File: config.mk
export PLATFORM = sky130hd
export DESIGN_NAME = ir_nec_decoder
export DESIGN_NICKNAME = d
export VERILOG_FILES = /design/src/rtl/ir_nec_pkg.sv /design/src/rtl/ir_us_timer.sv /design/src/rtl/ir_nec_decoder.sv
export SDC_FILE = /design/constraint.sdc
export NUM_CORES = 1
export LEC_CHECK = 0
export ABC_AREA = 1
export BUFFER_PORTS_ARGS = -buffer_cell sky130_fd_sc_hd__buf_4
export CAP_MARGIN = 25
export CORE_UTILIZATION = 40
export CTS_CLUSTER_DIAMETER = 50
export CTS_CLUSTER_SIZE = 24
export DETAILED_ROUTE_END_ITERATION = 6
export GPL_TIMING_DRIVEN = 0
export MAX_ROUTING_LAYER = met4
export PLACE_DENSITY = 0.65
export SETUP_SLACK_MARGIN = 0.3
export SLEW_MARGIN = 40
export SYNTH_ARGS = -nofsm -noshare
export SYNTH_HDL_FRONTEND = slang
export SYNTH_HIERARCHICAL = 1
export SYNTH_SLANG_ARGS = --single-unit
File: constraint.sdc
create_clock -name clk -period 2.13 [get_ports clk]
set_clock_uncertainty 0.15 [all_clocks]
set_input_delay 0.1065 -clock clk [delete_from_list [all_inputs] [get_ports clk]]
set_output_delay 0.1065 -clock clk [all_outputs]
set_load 0.1 [all_outputs]
File: src/rtl/ir_nec_pkg.sv
// NEC IR decoder shared types: FSM states, microsecond window bounds.
// Window bounds are inclusive and given in microseconds.
package ir_nec_pkg;

  localparam int IW = 14;

  typedef logic [IW-1:0] us_t;

  typedef enum logic [2:0] {
    IDLE,
    LEAD_MARK,
    LEAD_SPACE,
    BIT_MARK,
    BIT_SPACE,
    RPT_MARK
  } state_t;

  localparam us_t LEAD_MARK_MIN  = 14'd8000;
  localparam us_t LEAD_MARK_MAX  = 14'd10000;
  localparam us_t LEAD_SPACE_MIN = 14'd4000;
  localparam us_t LEAD_SPACE_MAX = 14'd5000;
  localparam us_t RPT_SPACE_MIN  = 14'd2000;
  localparam us_t RPT_SPACE_MAX  = 14'd2500;
  localparam us_t BIT_MARK_MIN   = 14'd400;
  localparam us_t BIT_MARK_MAX   = 14'd750;
  localparam us_t ZERO_SPACE_MIN = 14'd400;
  localparam us_t ZERO_SPACE_MAX = 14'd750;
  localparam us_t ONE_SPACE_MIN  = 14'd1400;
  localparam us_t ONE_SPACE_MAX  = 14'd1900;

  function automatic logic in_win(
    us_t v,
    us_t lo,
    us_t hi
  );
    return (v >= lo) && (v <= hi);
  endfunction

endpackage

File: src/rtl/ir_us_timer.sv
// Microsecond interval timer: prescaler plus saturating 14-bit counter.
// clear restarts both the prescaler and the count.
module ir_us_timer
  import ir_nec_pkg::*;
#(
  parameter int CLK_HZ     = 12_000_000,
  parameter int TIMEOUT_US = 12000
) (
  input  logic clk,
  input  logic rst,
  input  logic clear,
  output us_t  interval,
  output logic timeout
);

  localparam int DIV = CLK_HZ / 1_000_000;
  localparam int PW  = (DIV > 1) ? $clog2(DIV) : 1;
  localparam logic [PW-1:0] PTOP = PW'(DIV - 1);

  logic [PW-1:0] pre;

  always_ff @(posedge clk or negedge rst) begin
    if (!rst) begin
      pre      <= '0;
      interval <= '0;
    end else if (clear) begin
      pre      <= '0;
      interval <= '0;
    end else if (pre == PTOP) begin
      pre <= '0;
      if (interval != '1)
        interval <= interval + 1'b1;
    end else begin
      pre <= pre + 1'b1;
    end
  end

  assign timeout = interval >= us_t'(TIMEOUT_US);

endmodule

File: src/rtl/ir_nec_decoder.sv
// NEC IR frame decoder: leader/bit/repeat FSM over synchronizer edge ticks.
// Define IR_NEC_CHECK_EN to reject frames whose complement bytes mismatch.
module ir_nec_decoder
  import ir_nec_pkg::*;
#(
  parameter int CLK_HZ     = 12_000_000,
  parameter int TIMEOUT_US = 12000
) (
  input  logic       clk,
  input  logic       rst,
  input  logic       fall_tick,
  input  logic       rise_tick,
  output logic       data_valid,
  output logic       repeat_valid,
  output logic       error,
  output logic       busy,
  output logic [7:0] address,
  output logic [7:0] command
);

  state_t      state;
  logic [4:0]  bit_cnt;
  logic [30:0] shreg;
  logic        frame_seen;
  us_t         interval;
  logic        timeout;
  logic        clear;
  logic        any_edge;
  logic        both;
  logic        acc;
  logic        fault;
  logic        lead_sp;
  logic        rpt_sp;
  logic        mark_ok;
  logic        is_zero;
  logic        is_one;
  logic        cmp_ok;
  logic [31:0] sr_next;

  assign any_edge = fall_tick | rise_tick;
  assign both     = fall_tick & rise_tick;
  assign clear    = (state == IDLE) | any_edge;
  assign busy     = (state != IDLE);

  ir_us_timer #(
    .CLK_HZ     (CLK_HZ),
    .TIMEOUT_US (TIMEOUT_US)
  ) u_timer (
    .clk      (clk),
    .rst      (rst),
    .clear    (clear),
    .interval (interval),
    .timeout  (timeout)
  );

  assign lead_sp = in_win(interval, LEAD_SPACE_MIN, LEAD_SPACE_MAX);
  assign rpt_sp  = in_win(interval, RPT_SPACE_MIN, RPT_SPACE_MAX);
  assign mark_ok = in_win(interval, BIT_MARK_MIN, BIT_MARK_MAX);
  assign is_zero = in_win(interval, ZERO_SPACE_MIN, ZERO_SPACE_MAX);
  assign is_one  = in_win(interval, ONE_SPACE_MIN, ONE_SPACE_MAX);
  assign sr_next = {is_one, shreg};

`ifdef IR_NEC_CHECK_EN
  assign cmp_ok = (sr_next[15:8] == ~sr_next[7:0]) &&
                  (sr_next[31:24] == ~sr_next[23:16]);
`else
  assign cmp_ok = 1'b1;
`endif

  always_comb begin
    acc = 1'b1;
    unique case (state)
      IDLE:       acc = 1'b1;
      LEAD_MARK:  acc = rise_tick &&
                        in_win(interval, LEAD_MARK_MIN, LEAD_MARK_MAX);
      LEAD_SPACE: acc = fall_tick && (lead_sp || rpt_sp);
      BIT_MARK:   acc = rise_tick && mark_ok;
      BIT_SPACE:  acc = fall_tick && (is_zero || is_one);
      RPT_MARK:   acc = rise_tick && mark_ok && frame_seen;
      default:    acc = 1'b1;
    endcase
  end

  assign fault = (state != IDLE) && any_edge && !acc;

  always_ff @(posedge clk or negedge rst) begin
    if (!rst) begin
      state        <= IDLE;
      bit_cnt      <= '0;
      shreg        <= '0;
      frame_seen   <= 1'b0;
      data_valid   <= 1'b0;
      repeat_valid <= 1'b0;
      error        <= 1'b0;
      address      <= '0;
      command      <= '0;
    end else begin
      data_valid   <= 1'b0;
      repeat_valid <= 1'b0;
      error        <= 1'b0;
      if ((state != IDLE) && timeout) begin
        error      <= 1'b1;
        frame_seen <= 1'b0;
        state      <= IDLE;
      end else if (both) begin
        state <= IDLE;
      end else if (fault) begin
        error      <= 1'b1;
        frame_seen <= 1'b0;
        state      <= IDLE;
      end else begin
        unique case (state)
          IDLE:
            if (fall_tick) state <= LEAD_MARK;
          LEAD_MARK:
            if (rise_tick) state <= LEAD_SPACE;
          LEAD_SPACE:
            if (fall_tick) begin
              if (lead_sp) begin
                bit_cnt <= '0;
                state   <= BIT_MARK;
              end else begin
                state <= RPT_MARK;
              end
            end
          BIT_MARK:
            if (rise_tick) state <= BIT_SPACE;
          BIT_SPACE:
            if (fall_tick) begin
              shreg <= sr_next[31:1];
              if (bit_cnt == 5'd31) begin
                state <= IDLE;
                if (cmp_ok) begin
                  address    <= sr_next[7:0];
                  command    <= sr_next[23:16];
                  data_valid <= 1'b1;
                  frame_seen <= 1'b1;
                end else begin
                  error      <= 1'b1;
                  frame_seen <= 1'b0;
                end
              end else begin
                bit_cnt <= bit_cnt + 1'b1;
                state   <= BIT_MARK;
              end
            end
          RPT_MARK:
            if (rise_tick) begin
              repeat_valid <= 1'b1;
              state        <= IDLE;
            end
          default:
            state <= IDLE;
        endcase
      end
    end
  end

endmodule

==> reports/results.txt, run 1 <==
outcome: finished with violations
failing checks: negative setup slack
Internal Pwr Total: 2.80 mW
Synth area leaders: dfrtp_1, nand2_1, nand3_1
min Tclk post-route: 2290 ps
H-tree levels: 3
Die Ht: 106 µm
Unique masters post-synth: 37
number of synthesized flops with an enable pin: 0
slew margin rel.: 52.9%
first-pass iteration count of the detailed router: 5
sequential share of power: 35.4%
placed inst area: 4770 µm²
clock latency on the worst-skew pair: 360 ps
P_sw: 1.65 mW
Critical Path RT: 2220 ps
Post-Route WL: 12100 µm
Residual DRC: 0
Antenna diodes: 0
vias post-DR: 4481
clock share of power: 28.7%
Max Cap Viol: 0
Synth Instances: 614
Top Ports: 24
asr flop ratio synth: 100%
CP endpoint kind: register
layout cells sized above 1: 40.2%
Highest Clock Rate: 0.436 GHz
clock sinks: 77
Port Buffers: 23
initial antenna violation count: 0
ANT nets after route: 0
sequential area share after synthesis: 44.1%
per-cell routed wire length: 14.1 µm
Yosys reg bits: 77
die width: 106 µm
Pwr per Cell Area: 711 nW/µm²
largest area contributor in the synthesized netlist: dfrtp_1
Synth Flop Type: dfrtp_1
DP HPWL: 7130 µm
post-synth top area share: 44.1%
Least-Margin Pin Slew: 706 ps
CTS Root Cell: clkbuf_8
Arrival @ worst endpoint: 2390 ps
nets@finish: 721
synthesized net count: 623
total power: 4.45 mW
Remaining Overflow, GRT: 0
Pins Over Slew Limit: 0
CTS tree: built
Syn Std Cell Area: 4370 µm²
CTS Buf Count: 9
Hold WC Path Type: in -> reg
GRT Resource Usage Total: 22.1%
Final Hold Vio Count: 0
Initial DRC Count: 357
final setup margin: -163 ps
Core Area: 10500 µm²
top-count cell post-synth: nand2_1
Worst-path clk slew: 90 ps
global-route wire length before repair: 19500 µm
Ys Warns: 6
Avg Vias per Cell: 5.25
fin area: 6260 µm²
switching portion of total power: 37.1%
setup violators final: 58
Leak: 3.15 nW
Crit Path Category: reg -> reg
row count: 37
Max Root-Sink Buffers: 2
startpoint types: register
Initial Utilization: 41.7%
combinational power share: 35.9%
crit-path max FO: 7
synthesis-to-finish area growth: 43.4%
commonest cells in the synthesized netlist: nand2_1, dfrtp_1, nor2_1, nand3_1, inv_1
final worst path period share: 108%
largest net degree at the start of global routing: 78
RSZ-0062 raised after global routing: true
die area: 11300 µm²
Synth Area per Inst: 7.11 µm²
Final GP Congestion: 0.959
Max VDD drop: 0.471 mV
vias in the first global route: 4119
[logic make-up (layout without fill, tap and decap cells)]
kind of cell / after synthesis / count (layout) / synth area share [%]
fa+ha+maj: 5 / 5 / 1.43
simple gates: 407 / 407 / 40.0
compound gates: 52 / 52 / 6.39
xor+xnor: 3 / 3 / 0.602
flops: 77 / 77 / 44.1
buf+inv: 70 / 173 / 7.45
[registers in the layout (all words and copies together), names as in the netlist, 3 cells and up]
signal	flops
shreg	31
u_timer/interval	14
address	8
command	8
bit_cnt	5
u_timer/pre	4
state	3
[cells in the final DEF (no fill, tap or decap), drive strengths merged, types with 2 or more instances in the layout]
cell,netlist,layout
nand2,249,249
buf,13,99
dfrtp,77,77
nor2,71,71
nand3,64,64
inv,50,51
o21ai,35,35
clkbuf,7,15
nand4,14,14
a21oi,11,11
ha,5,5
nor3,4,4
clkinv,0,3
bufinv,0,3
dlygate4sd3,0,2
xnor2,2,2
nand3b,2,2
[repair_timing]
| item | CTS | global route |
|---|---|---|
| pin swaps | 30 | 38 |
| setup buffers | 44 | 12 |
| hold buffers | 2 | 0 |
| endpoints found under the setup margin | 77 | 73 |
| cloned | 5 | 1 |
| hold endpoints to repair | 79 | 0 |
| resized for setup | 122 | 103 |
[power by group through the flow]
stage / clock (mW) / sequential [mW] / combinational (mW)
floorplan: 0 / 1.66 / 0.751
global placement: 0 / 1.61 / 1.05
detailed placement: 0 / 1.61 / 1.06
CTS: 1.30 / 1.57 / 1.41
global route: 1.37 / 1.58 / 1.72
finish: 1.28 / 1.57 / 1.60
[area by class of cell]
class                      instances  area (µm²)
clock buffer                       9         124
clock inverter                     7         106
fill                             900        4200
sequential                        77        1940
timing repair buffer              87         805
buffer                            20         193
inverter                          50         226
tap                              136         170
multi-input combinational        467        2690
[critical path, stage by stage, from the launching register on]
cell and delay, ps:
dfrtp_2 580, buf_6 170, nand3_2 70, nor2_1 110, nand2_1 70, nand2_2 90
nand2_1 60, nand2_1 50, nand2_1 60, nand2_2 80, nand2_4 70, nand2_8 110
nand2_8 90, buf_12 130, buf_16 130, o21ai_2 100, nand2_1 60
[layer usage]
layer  GRT usage (%)  wire (µm)  vias up
li1                -          -     2183
met1            28.8       5280     2132
met2            35.3       5940      141
met3            3.25        602       25
met4            7.73        244        0
met5               -          0        -
[per-stage QoR]
step                std cells  TNS (ps)  hold slack (ps)  setup WS, ps  util, %
finish                    853     -6620              128          -163     59.8
global route              853    -13140              133          -273     59.8
CTS                       840     -1300             82.0         -62.4     55.4
detailed placement        773    -15740             38.5          -319     45.6
global placement          773    -16000              165          -325     45.6
floorplan                 614         0             -339          60.2        -
[worst paths after layout]
| kind | from | to | slack [ps] | cells after the start |
|---|---|---|---|---|
| worst min-delay path | fall_tick | bit_cnt[1]$_DFFE_PN0P_ | 130 | 5 |
| worst max-delay path | u_timer/interval[9]$_DFFE_PN0P_ | address[7]$_DFFE_PN0P_ | -160 | 16 |
| worst min register to register | u_timer/pre[0]$_DFF_PN0_ | u_timer/pre[0]$_DFF_PN0_ | 310 | 1 |
| max in group asynchronous | rst | u_timer/interval[11]$_DFFE_PN0P_ | 1090 | 2 |
| min in group asynchronous | rst | bit_cnt[2]$_DFFE_PN0P_ | 190 | 2 |
| worst max register to register | u_timer/interval[9]$_DFFE_PN0P_ | address[7]$_DFFE_PN0P_ | -160 | 16 |
No activity file was read; power rests on OpenSTA's default activity.
==> run 2: changes to the inputs <==
--- a/config.mk
+++ b/config.mk
@@ -8,13 +8,13 @@
 export ABC_AREA = 1
 export BUFFER_PORTS_ARGS = -buffer_cell sky130_fd_sc_hd__buf_4
 export CAP_MARGIN = 25
-export CORE_UTILIZATION = 40
+export CORE_UTILIZATION = 55
 export CTS_CLUSTER_DIAMETER = 50
 export CTS_CLUSTER_SIZE = 24
 export DETAILED_ROUTE_END_ITERATION = 6
 export GPL_TIMING_DRIVEN = 0
 export MAX_ROUTING_LAYER = met4
-export PLACE_DENSITY = 0.65
+export PLACE_DENSITY = 0.83
 export SETUP_SLACK_MARGIN = 0.3
 export SLEW_MARGIN = 40
 export SYNTH_ARGS = -nofsm -noshare
==> run 2 against run 1 <==
Sequential power barely moved. Setup slack worse by 5.3 ps. Critical endpoint is now shreg[17]$_DFFE_PN0P_. Utilization is 18 points higher. Via count is 2.1% higher. The run still ends with negative setup slack left. Die area down 27%. Flip-flop and latch count did not move. Fmax shrank 0.23%. Largest cell class unchanged. Wire length increased by 6.9%. Clock-buffer cell count is the same. Power fell by 5.8%.
==> reports/results.txt, run 2 (same netlist as run 1, synthesis figures left out) <==
outcome: finished with violations (unchanged)
failing checks: negative setup slack (unchanged)
row count: 32 (was 37)
die width: 91.1 µm (was 106 µm)
worst r2r src: u_timer/interval[9]$_DFFE_PN0P_ (unchanged)
worst setup path endpoint: shreg[17]$_DFFE_PN0P_ (was address[7]$_DFFE_PN0P_)
setup violators final: 58 (unchanged)
total power: 4.19 mW (was 4.45 mW)
Top Ports: 24 (unchanged)
Worst-path clk slew: 90 ps (about the same)
Residual DRC: 0 (unchanged)
Hold WC Path Type: in -> reg (unchanged)
Pins Over Slew Limit: 0 (unchanged)
startpoint types: register (unchanged)
Least-Margin Pin Slew: 711 ps (was 706 ps)
Max Root-Sink Buffers: 2 (unchanged)
ANT nets after route: 0 (unchanged)
busiest layer in global routing: met2 (unchanged)
Final Hold Vio Count: 0 (unchanged)
Remaining Overflow, GRT: 0 (unchanged)
Post-Route WL: 12900 µm (was 12100 µm)
Initial DRC Count: 373 (was 357)
R2R depth: 16 (unchanged)
slew margin rel.: 52.6% (was 52.9%)
clock latency on the worst-skew pair: 370 ps (was 360 ps)
largest net degree at the start of global routing: 78 (unchanged)
Crit Path Category: reg -> reg (unchanged)
Die Ht: 91.1 µm (was 106 µm)
max FFs per register: 31 (unchanged)
per-cell routed wire length: 16.0 µm (was 14.1 µm)
RSZ-0062 raised after global routing: true (unchanged)
Largest regs: shreg x31, u_timer/interval x14 (unchanged)
Arrival @ worst endpoint: 2410 ps (was 2390 ps)
Core Area: 7690 µm² (was 10500 µm²)
Initial Utilization: 56.8% (was 41.7%)
first-pass iteration count of the detailed router: 5 (unchanged)
CP Launch Point: u_timer/interval[9]$_DFFE_PN0P_ (unchanged)
Pwr per Cell Area: 702 nW/µm² (was 711 nW/µm²)
Highest Clock Rate: 0.435 GHz (was 0.436 GHz)
Biggest register: shreg (unchanged)
commonest non-fill, non-tap cell in the layout: nand2_1 (unchanged)
CTS Root Cell: clkbuf_8 (unchanged)
GRT met2 Usage: 50.8% (was 35.3%)
Critical Path RT: 2240 ps (was 2220 ps)
grt met1 use: 37.0% (was 28.8%)
GRT Resource Usage Total: 30.1% (was 22.1%)
layout cells sized above 1: 36.8% (was 40.2%)
final worst path period share: 108% (about the same)
vias post-DR: 4577 (was 4481)
initial antenna violation count: 0 (unchanged)
R2R Path End: shreg[17]$_DFFE_PN0P_ (was address[7]$_DFFE_PN0P_)
CTS tree: built (unchanged)
Antenna diodes: 0 (unchanged)
vias in the first global route: 4245 (was 4119)
nets@finish: 707 (was 721)
DP HPWL: 7220 µm (was 7130 µm)
most frequent cells in the layout: nand2_1, dfrtp_1, buf_4, nand3_1, nor2_1 (was nand2_1, nand2_2, buf_4, dfrtp_1, nand3_1)
synthesis-to-finish area growth: 36.7% (was 43.4%)
min Tclk post-route: 2300 ps (was 2290 ps)
H-tree levels: 3 (unchanged)
CP endpoint kind: register (unchanged)
Port Buffers: 23 (unchanged)
Final GP Congestion: 0.918 (was 0.959)
Leak: 3.15 nW (about the same)
reg2reg setup slack: -170 ps (was -160 ps)
die area: 8300 µm² (was 11300 µm²)
CTS Buf Count: 9 (unchanged)
clock sinks: 77 (unchanged)
Avg Vias per Cell: 5.69 (was 5.25)
TNS Setup: -7160 ps (was -6620 ps)
Fin Hold WS: 92.7 ps (was 128 ps)
Max Cap Viol: 0 (unchanged)
Max VDD drop: 0.379 mV (was 0.471 mV)
global-route wire length before repair: 19400 µm (was 19500 µm)
final setup margin: -168 ps (was -163 ps)
grt met3 use: 4.19% (was 3.25%)
crit-path max FO: 7 (unchanged)
[run 2: cell types whose count changed in the layout (fill, tap and decap cells not counted), sizes merged]
cell      delta
buf         -15
clkinvlp     +1
bufinv       -2
clkbuf       +1
inv          +1
[run 2: metrics by stage]
stage                     worst slack, ps  utilization (%)  instance area (µm²)  cells
after global placement               -289             61.5                 4730    739
after floorplan                      60.2                -                 4430    614
after detailed placement             -335             61.6                 4730    739
after global routing                 -318             77.6                 5970    805
after CTS                           -51.7             72.9                 5600    799
final                                -168             77.6                 5970    805
[run 2: worst min path at each step]
stage | startpoint | endpoint | slack (ps) | cells after the start
floorplan | rst | address[0]$_DFFE_PN0P_ | -340 | 0
global placement | rst | state[2]$_DFFE_PN0P_ | 150 | 1
detailed placement | rst | bit_cnt[3]$_DFFE_PN0P_ | 30 | 1
CTS | fall_tick | u_timer/pre[1]$_DFF_PN0_ | 80 | 4
global route | fall_tick | bit_cnt[4]$_DFFE_PN0P_ | 110 | 5
finish | fall_tick | bit_cnt[4]$_DFFE_PN0P_ | 90 | 5
[run 2: power by group]
part / switching (mW) / internal (mW)
Sequential: 0.0624 / 1.52
Combinational: 0.980 / 0.518
Clock: 0.655 / 0.452
[run 2: timing repair]
action                     4_1_cts  5_1_grt
gates resized for setup        112       93
pin swaps                       25       27
hold endpoints to repair        78        0
setup endpoints to repair       77       74
hold buffers                     2        0
buffers inserted                38        6
gates cloned                     4        0
[run 2: final cells by class]
| class | instances | area, µm² |
|---|---|---|
| Buffer | 20 | 204 |
| Clock buffer | 9 | 124 |
| Clock inverter | 7 | 65.1 |
| Fill cell | 512 | 1720 |
| Inverter | 50 | 226 |
| Multi-Input combinational cell | 467 | 2660 |
| Sequential cell | 77 | 1940 |
| Tap cell | 102 | 128 |
| Timing Repair Buffer | 73 | 616 |
[run 2: metal layers]
metal  vias to the layer above  part of all wire, %
met5                         -                    0
met4                         0                  2.7
met3                        49                  5.7
met2                       183                   52
met1                      2205                   40
li1                       2140                    -
[run 2: worst max-delay path, cell delays in order (launching register included)]
cell and delay (ps):
dfrtp_2 510, buf_6 170, nand3_2 100, nor2_1 110, nand2_1 80, nand2_2 90, nand2_1 50, nand2_1 70
nand2_1 60, nand2_1 80, nand2_2 70, nand2_4 130, nand2_8 100, buf_8 150, buf_6 130, nand2_2 60
nand2_1 50
==> run 3: changes to the inputs <==
==> constraint.sdc (replaced) <==
create_clock -name clk -period 1.94 [get_ports clk]
set_clock_uncertainty 0.15 [all_clocks]
set_input_delay 0.097 -clock clk [delete_from_list [all_inputs] [get_ports clk]]
set_output_delay 0.097 -clock clk [all_outputs]
set_load 0.1 [all_outputs]
==> run 3 against run 2 <==
The flow still finishes with violations (negative setup slack). Final area fell by 1.7%. Via count grew 1.4%. Fmax rose by 1.4%. Global-route usage is 0.26 points higher. Die area did not move. Critical path depth stayed put. Clock power grew 8%. Hold slack got worse by 62 ps. Register-to-register slack lost 160 ps. Final cell count rose by 0.37%.
==> reports/results.txt, run 3 (same netlist as run 1, synthesis figures left out) <==
synthesis-to-finish area growth: 34.5% (was 36.7%)
Crit Path Category: reg -> reg (unchanged)
Residual DRC: 0 (unchanged)
Hold WC Path Type: in -> reg (unchanged)
placed inst area: 4740 µm² (was 4730 µm²)
largest net degree at the start of global routing: 78 (unchanged)
per-cell routed wire length: 15.9 µm (was 16.0 µm)
die width: 91.1 µm (unchanged)
fin area: 5870 µm² (was 5970 µm²)
Max VDD drop: 0.439 mV (was 0.379 mV)
DP HPWL: 7070 µm (was 7220 µm)
placed cell count: 739 (unchanged)
Avg Vias per Cell: 5.75 (was 5.69)
Biggest register: shreg (unchanged)
switching portion of total power: 39.5% (was 40.5%)
Final Hold Vio Count: 0 (unchanged)
CTS tree: built (unchanged)
H-tree levels: 3 (unchanged)
startpoint types: register (unchanged)
vias post-DR: 4642 (was 4577)
Internal Pwr Total: 2.79 mW (was 2.49 mW)
Initial Utilization: 56.8% (unchanged)
crit-path max FO: 10 (was 7)
layout cells sized above 1: 32.4% (was 36.8%)
Port Buffers: 23 (unchanged)
sequential share of power: 37.6% (was 37.8%)
row count: 32 (unchanged)
CP endpoint kind: register (unchanged)
final worst path period share: 117% (was 108%)
setup violators final: 59 (was 58)
Post-Route WL: 12800 µm (was 12900 µm)
hold depth: 3 (was 5)
CP max-delay cell: dfrtp_2 (unchanged)
failing checks: negative setup slack (unchanged)
Worst-path clk slew: 90 ps (about the same)
clock latency on the worst-skew pair: 370 ps (about the same)
CP Launch Point: u_timer/interval[9]$_DFFE_PN0P_ (unchanged)
die area: 8300 µm² (unchanged)
Max Root-Sink Buffers: 2 (unchanged)
Remaining Overflow, GRT: 0 (unchanged)
global-route wire length before repair: 19500 µm (was 19400 µm)
worst hold path startpoint: rise_tick (was fall_tick)
min Tclk post-route: 2270 ps (was 2300 ps)
Finished Layout Cells: 808 (was 805)
Critical Path RT: 2040 ps (was 2240 ps)
nets@finish: 710 (was 707)
most frequent cells in the layout: nand2_1, buf_4, dfrtp_1, nand3_1, nor2_1 (was nand2_1, dfrtp_1, buf_4, nand3_1, nor2_1)
slew margin rel.: 54.1% (was 52.6%)
final setup margin: -326 ps (was -168 ps)
outcome: finished with violations (unchanged)
delay of the slowest critical-path stage: 520 ps (was 510 ps)
Largest regs: shreg x31, u_timer/interval x14 (unchanged)
max FFs per register: 31 (unchanged)
worst r2r src: u_timer/interval[9]$_DFFE_PN0P_ (unchanged)
Final GP Congestion: 0.906 (was 0.918)
Least-Margin Pin Slew: 689 ps (was 711 ps)
Max Cap Viol: 0 (unchanged)
RSZ-0062 raised after global routing: true (unchanged)
combinational power share: 36.3% (was 35.7%)
clock share of power: 26.0% (was 26.4%)
worst path cell trace: buf_6, nand3_1, nor2_1, nand2_1, nand2_2, nand2_1, nand2_1, nand2_1, nand2_1, nand2_2, nand2_4, nand2_8, buf_12, buf_8, nand2_1, nand2_1 (was buf_6, nand3_2, nor2_1, nand2_1, nand2_2, nand2_1, nand2_1, nand2_1, nand2_1, nand2_2, nand2_4, nand2_8, buf_8, buf_6, nand2_2, nand2_1)
P_sw: 1.82 mW (was 1.70 mW)
first-pass iteration count of the detailed router: 7 (was 5)
Core Area: 7690 µm² (unchanged)
Leak: 3.02 nW (was 3.15 nW)
CTS Root Cell: clkbuf_8 (unchanged)
Initial DRC Count: 307 (was 373)
vias in the first global route: 4228 (was 4245)
cell repeated most along the worst path: nand2_1 (unchanged)
ANT nets after route: 0 (unchanged)
Pwr per Cell Area: 786 nW/µm² (was 702 nW/µm²)
clock sinks: 77 (unchanged)
Antenna diodes: 0 (unchanged)
commonest non-fill, non-tap cell in the layout: nand2_1 (unchanged)
CTS Buf Count: 9 (unchanged)
Top Ports: 24 (unchanged)
Highest Clock Rate: 0.441 GHz (was 0.435 GHz)
initial antenna violation count: 0 (unchanged)
Arrival @ worst endpoint: 2360 ps (was 2410 ps)
GRT Resource Usage Total: 30.4% (was 30.1%)
R2R depth: 16 (unchanged)
Die Ht: 91.1 µm (unchanged)
Pins Over Slew Limit: 0 (unchanged)
run 3: cell count changes in the layout (fill, tap and decap cells not counted), sizes merged:
| cell | delta |
|---|---|
| clkbuf | +4 |
| buf | -1 |
| clkinvlp | +1 |
| clkinv | -1 |
run 3: area by class of cell:
| class | instances | area (µm²) |
|---|---|---|
| clock buffers | 9 | 124 |
| well taps | 102 | 128 |
| fillers | 506 | 1820 |
| multi-input cells | 467 | 2480 |
| clock inverters | 7 | 67.6 |
| inverters | 50 | 234 |
| plain buffers | 20 | 220 |
| flip-flops and latches | 77 | 1940 |
| repair buffers | 76 | 674 |
run 3: timing repair:
item                                    CTS  global route
hold endpoints to repair                 78             0
resized for setup                       112            45
cloned                                    2             2
setup buffers                            35            12
pin swaps                                27            17
endpoints found under the setup margin   77            74
hold buffers                              2             0
run 3: critical path, delay by kind of cell, from the launching register on:
kind / cells / cell delay (ps)
buffers and inverters: 3 / 460
DFF: 1 / 520
and+or+nand+nor: 13 / 1010
run 3: stage by stage:
stage / hold WS [ps] / utilization, % / setup TNS [ps] / setup slack, ps / total power, mW
after floorplan: -349 / - / -5170 / -129 / 2.66
after global placement: 141 / 61.6 / -28060 / -503 / 2.91
after detailed placement: 12.7 / 61.6 / -29830 / -533 / 2.93
after CTS: 18.1 / 72.4 / -12520 / -255 / 4.43
after global routing: 30.5 / 76.4 / -22360 / -462 / 4.80
final: 30.9 / 76.4 / -15790 / -326 / 4.61
run 3: power groups by stage:
| stage | Sequential (mW) | Combinational, mW | Clock [mW] |
|---|---|---|---|
| 2_1_floorplan | 1.83 | 0.835 | 0 |
| 3_3_place_gp | 1.76 | 1.15 | 0 |
| 3_5_place_dp | 1.77 | 1.16 | 0 |
| 4_1_cts | 1.73 | 1.51 | 1.19 |
| 5_1_grt | 1.75 | 1.78 | 1.28 |
| 6_report | 1.74 | 1.68 | 1.20 |
run 3: per-layer routing:
layer / wire length (µm) / part of all wire, % / vias to the layer above / track usage, %
met5: 0 / 0 / - / -
met4: 438 / 3.4 / 0 / 14.2
met3: 973 / 7.6 / 51 / 4.86
met2: 6520 / 51 / 250 / 48.3
met1: 4910 / 38 / 2201 / 38.2
li1: - / - / 2140 / -
run 3: worst paths after layout:
path | endpoint | slack (ps)
worst max-delay path | shreg[25]$_DFFE_PN0P_ | -330
min in group asynchronous | state[1]$_DFFE_PN0P_ | 160
worst min-delay path | repeat_valid$_DFF_PN0_ | 30
worst min register to register | u_timer/pre[0]$_DFF_PN0_ | 320
worst max register to register | shreg[25]$_DFFE_PN0P_ | -330
max in group asynchronous | u_timer/interval[12]$_DFFE_PN0P_ | 940
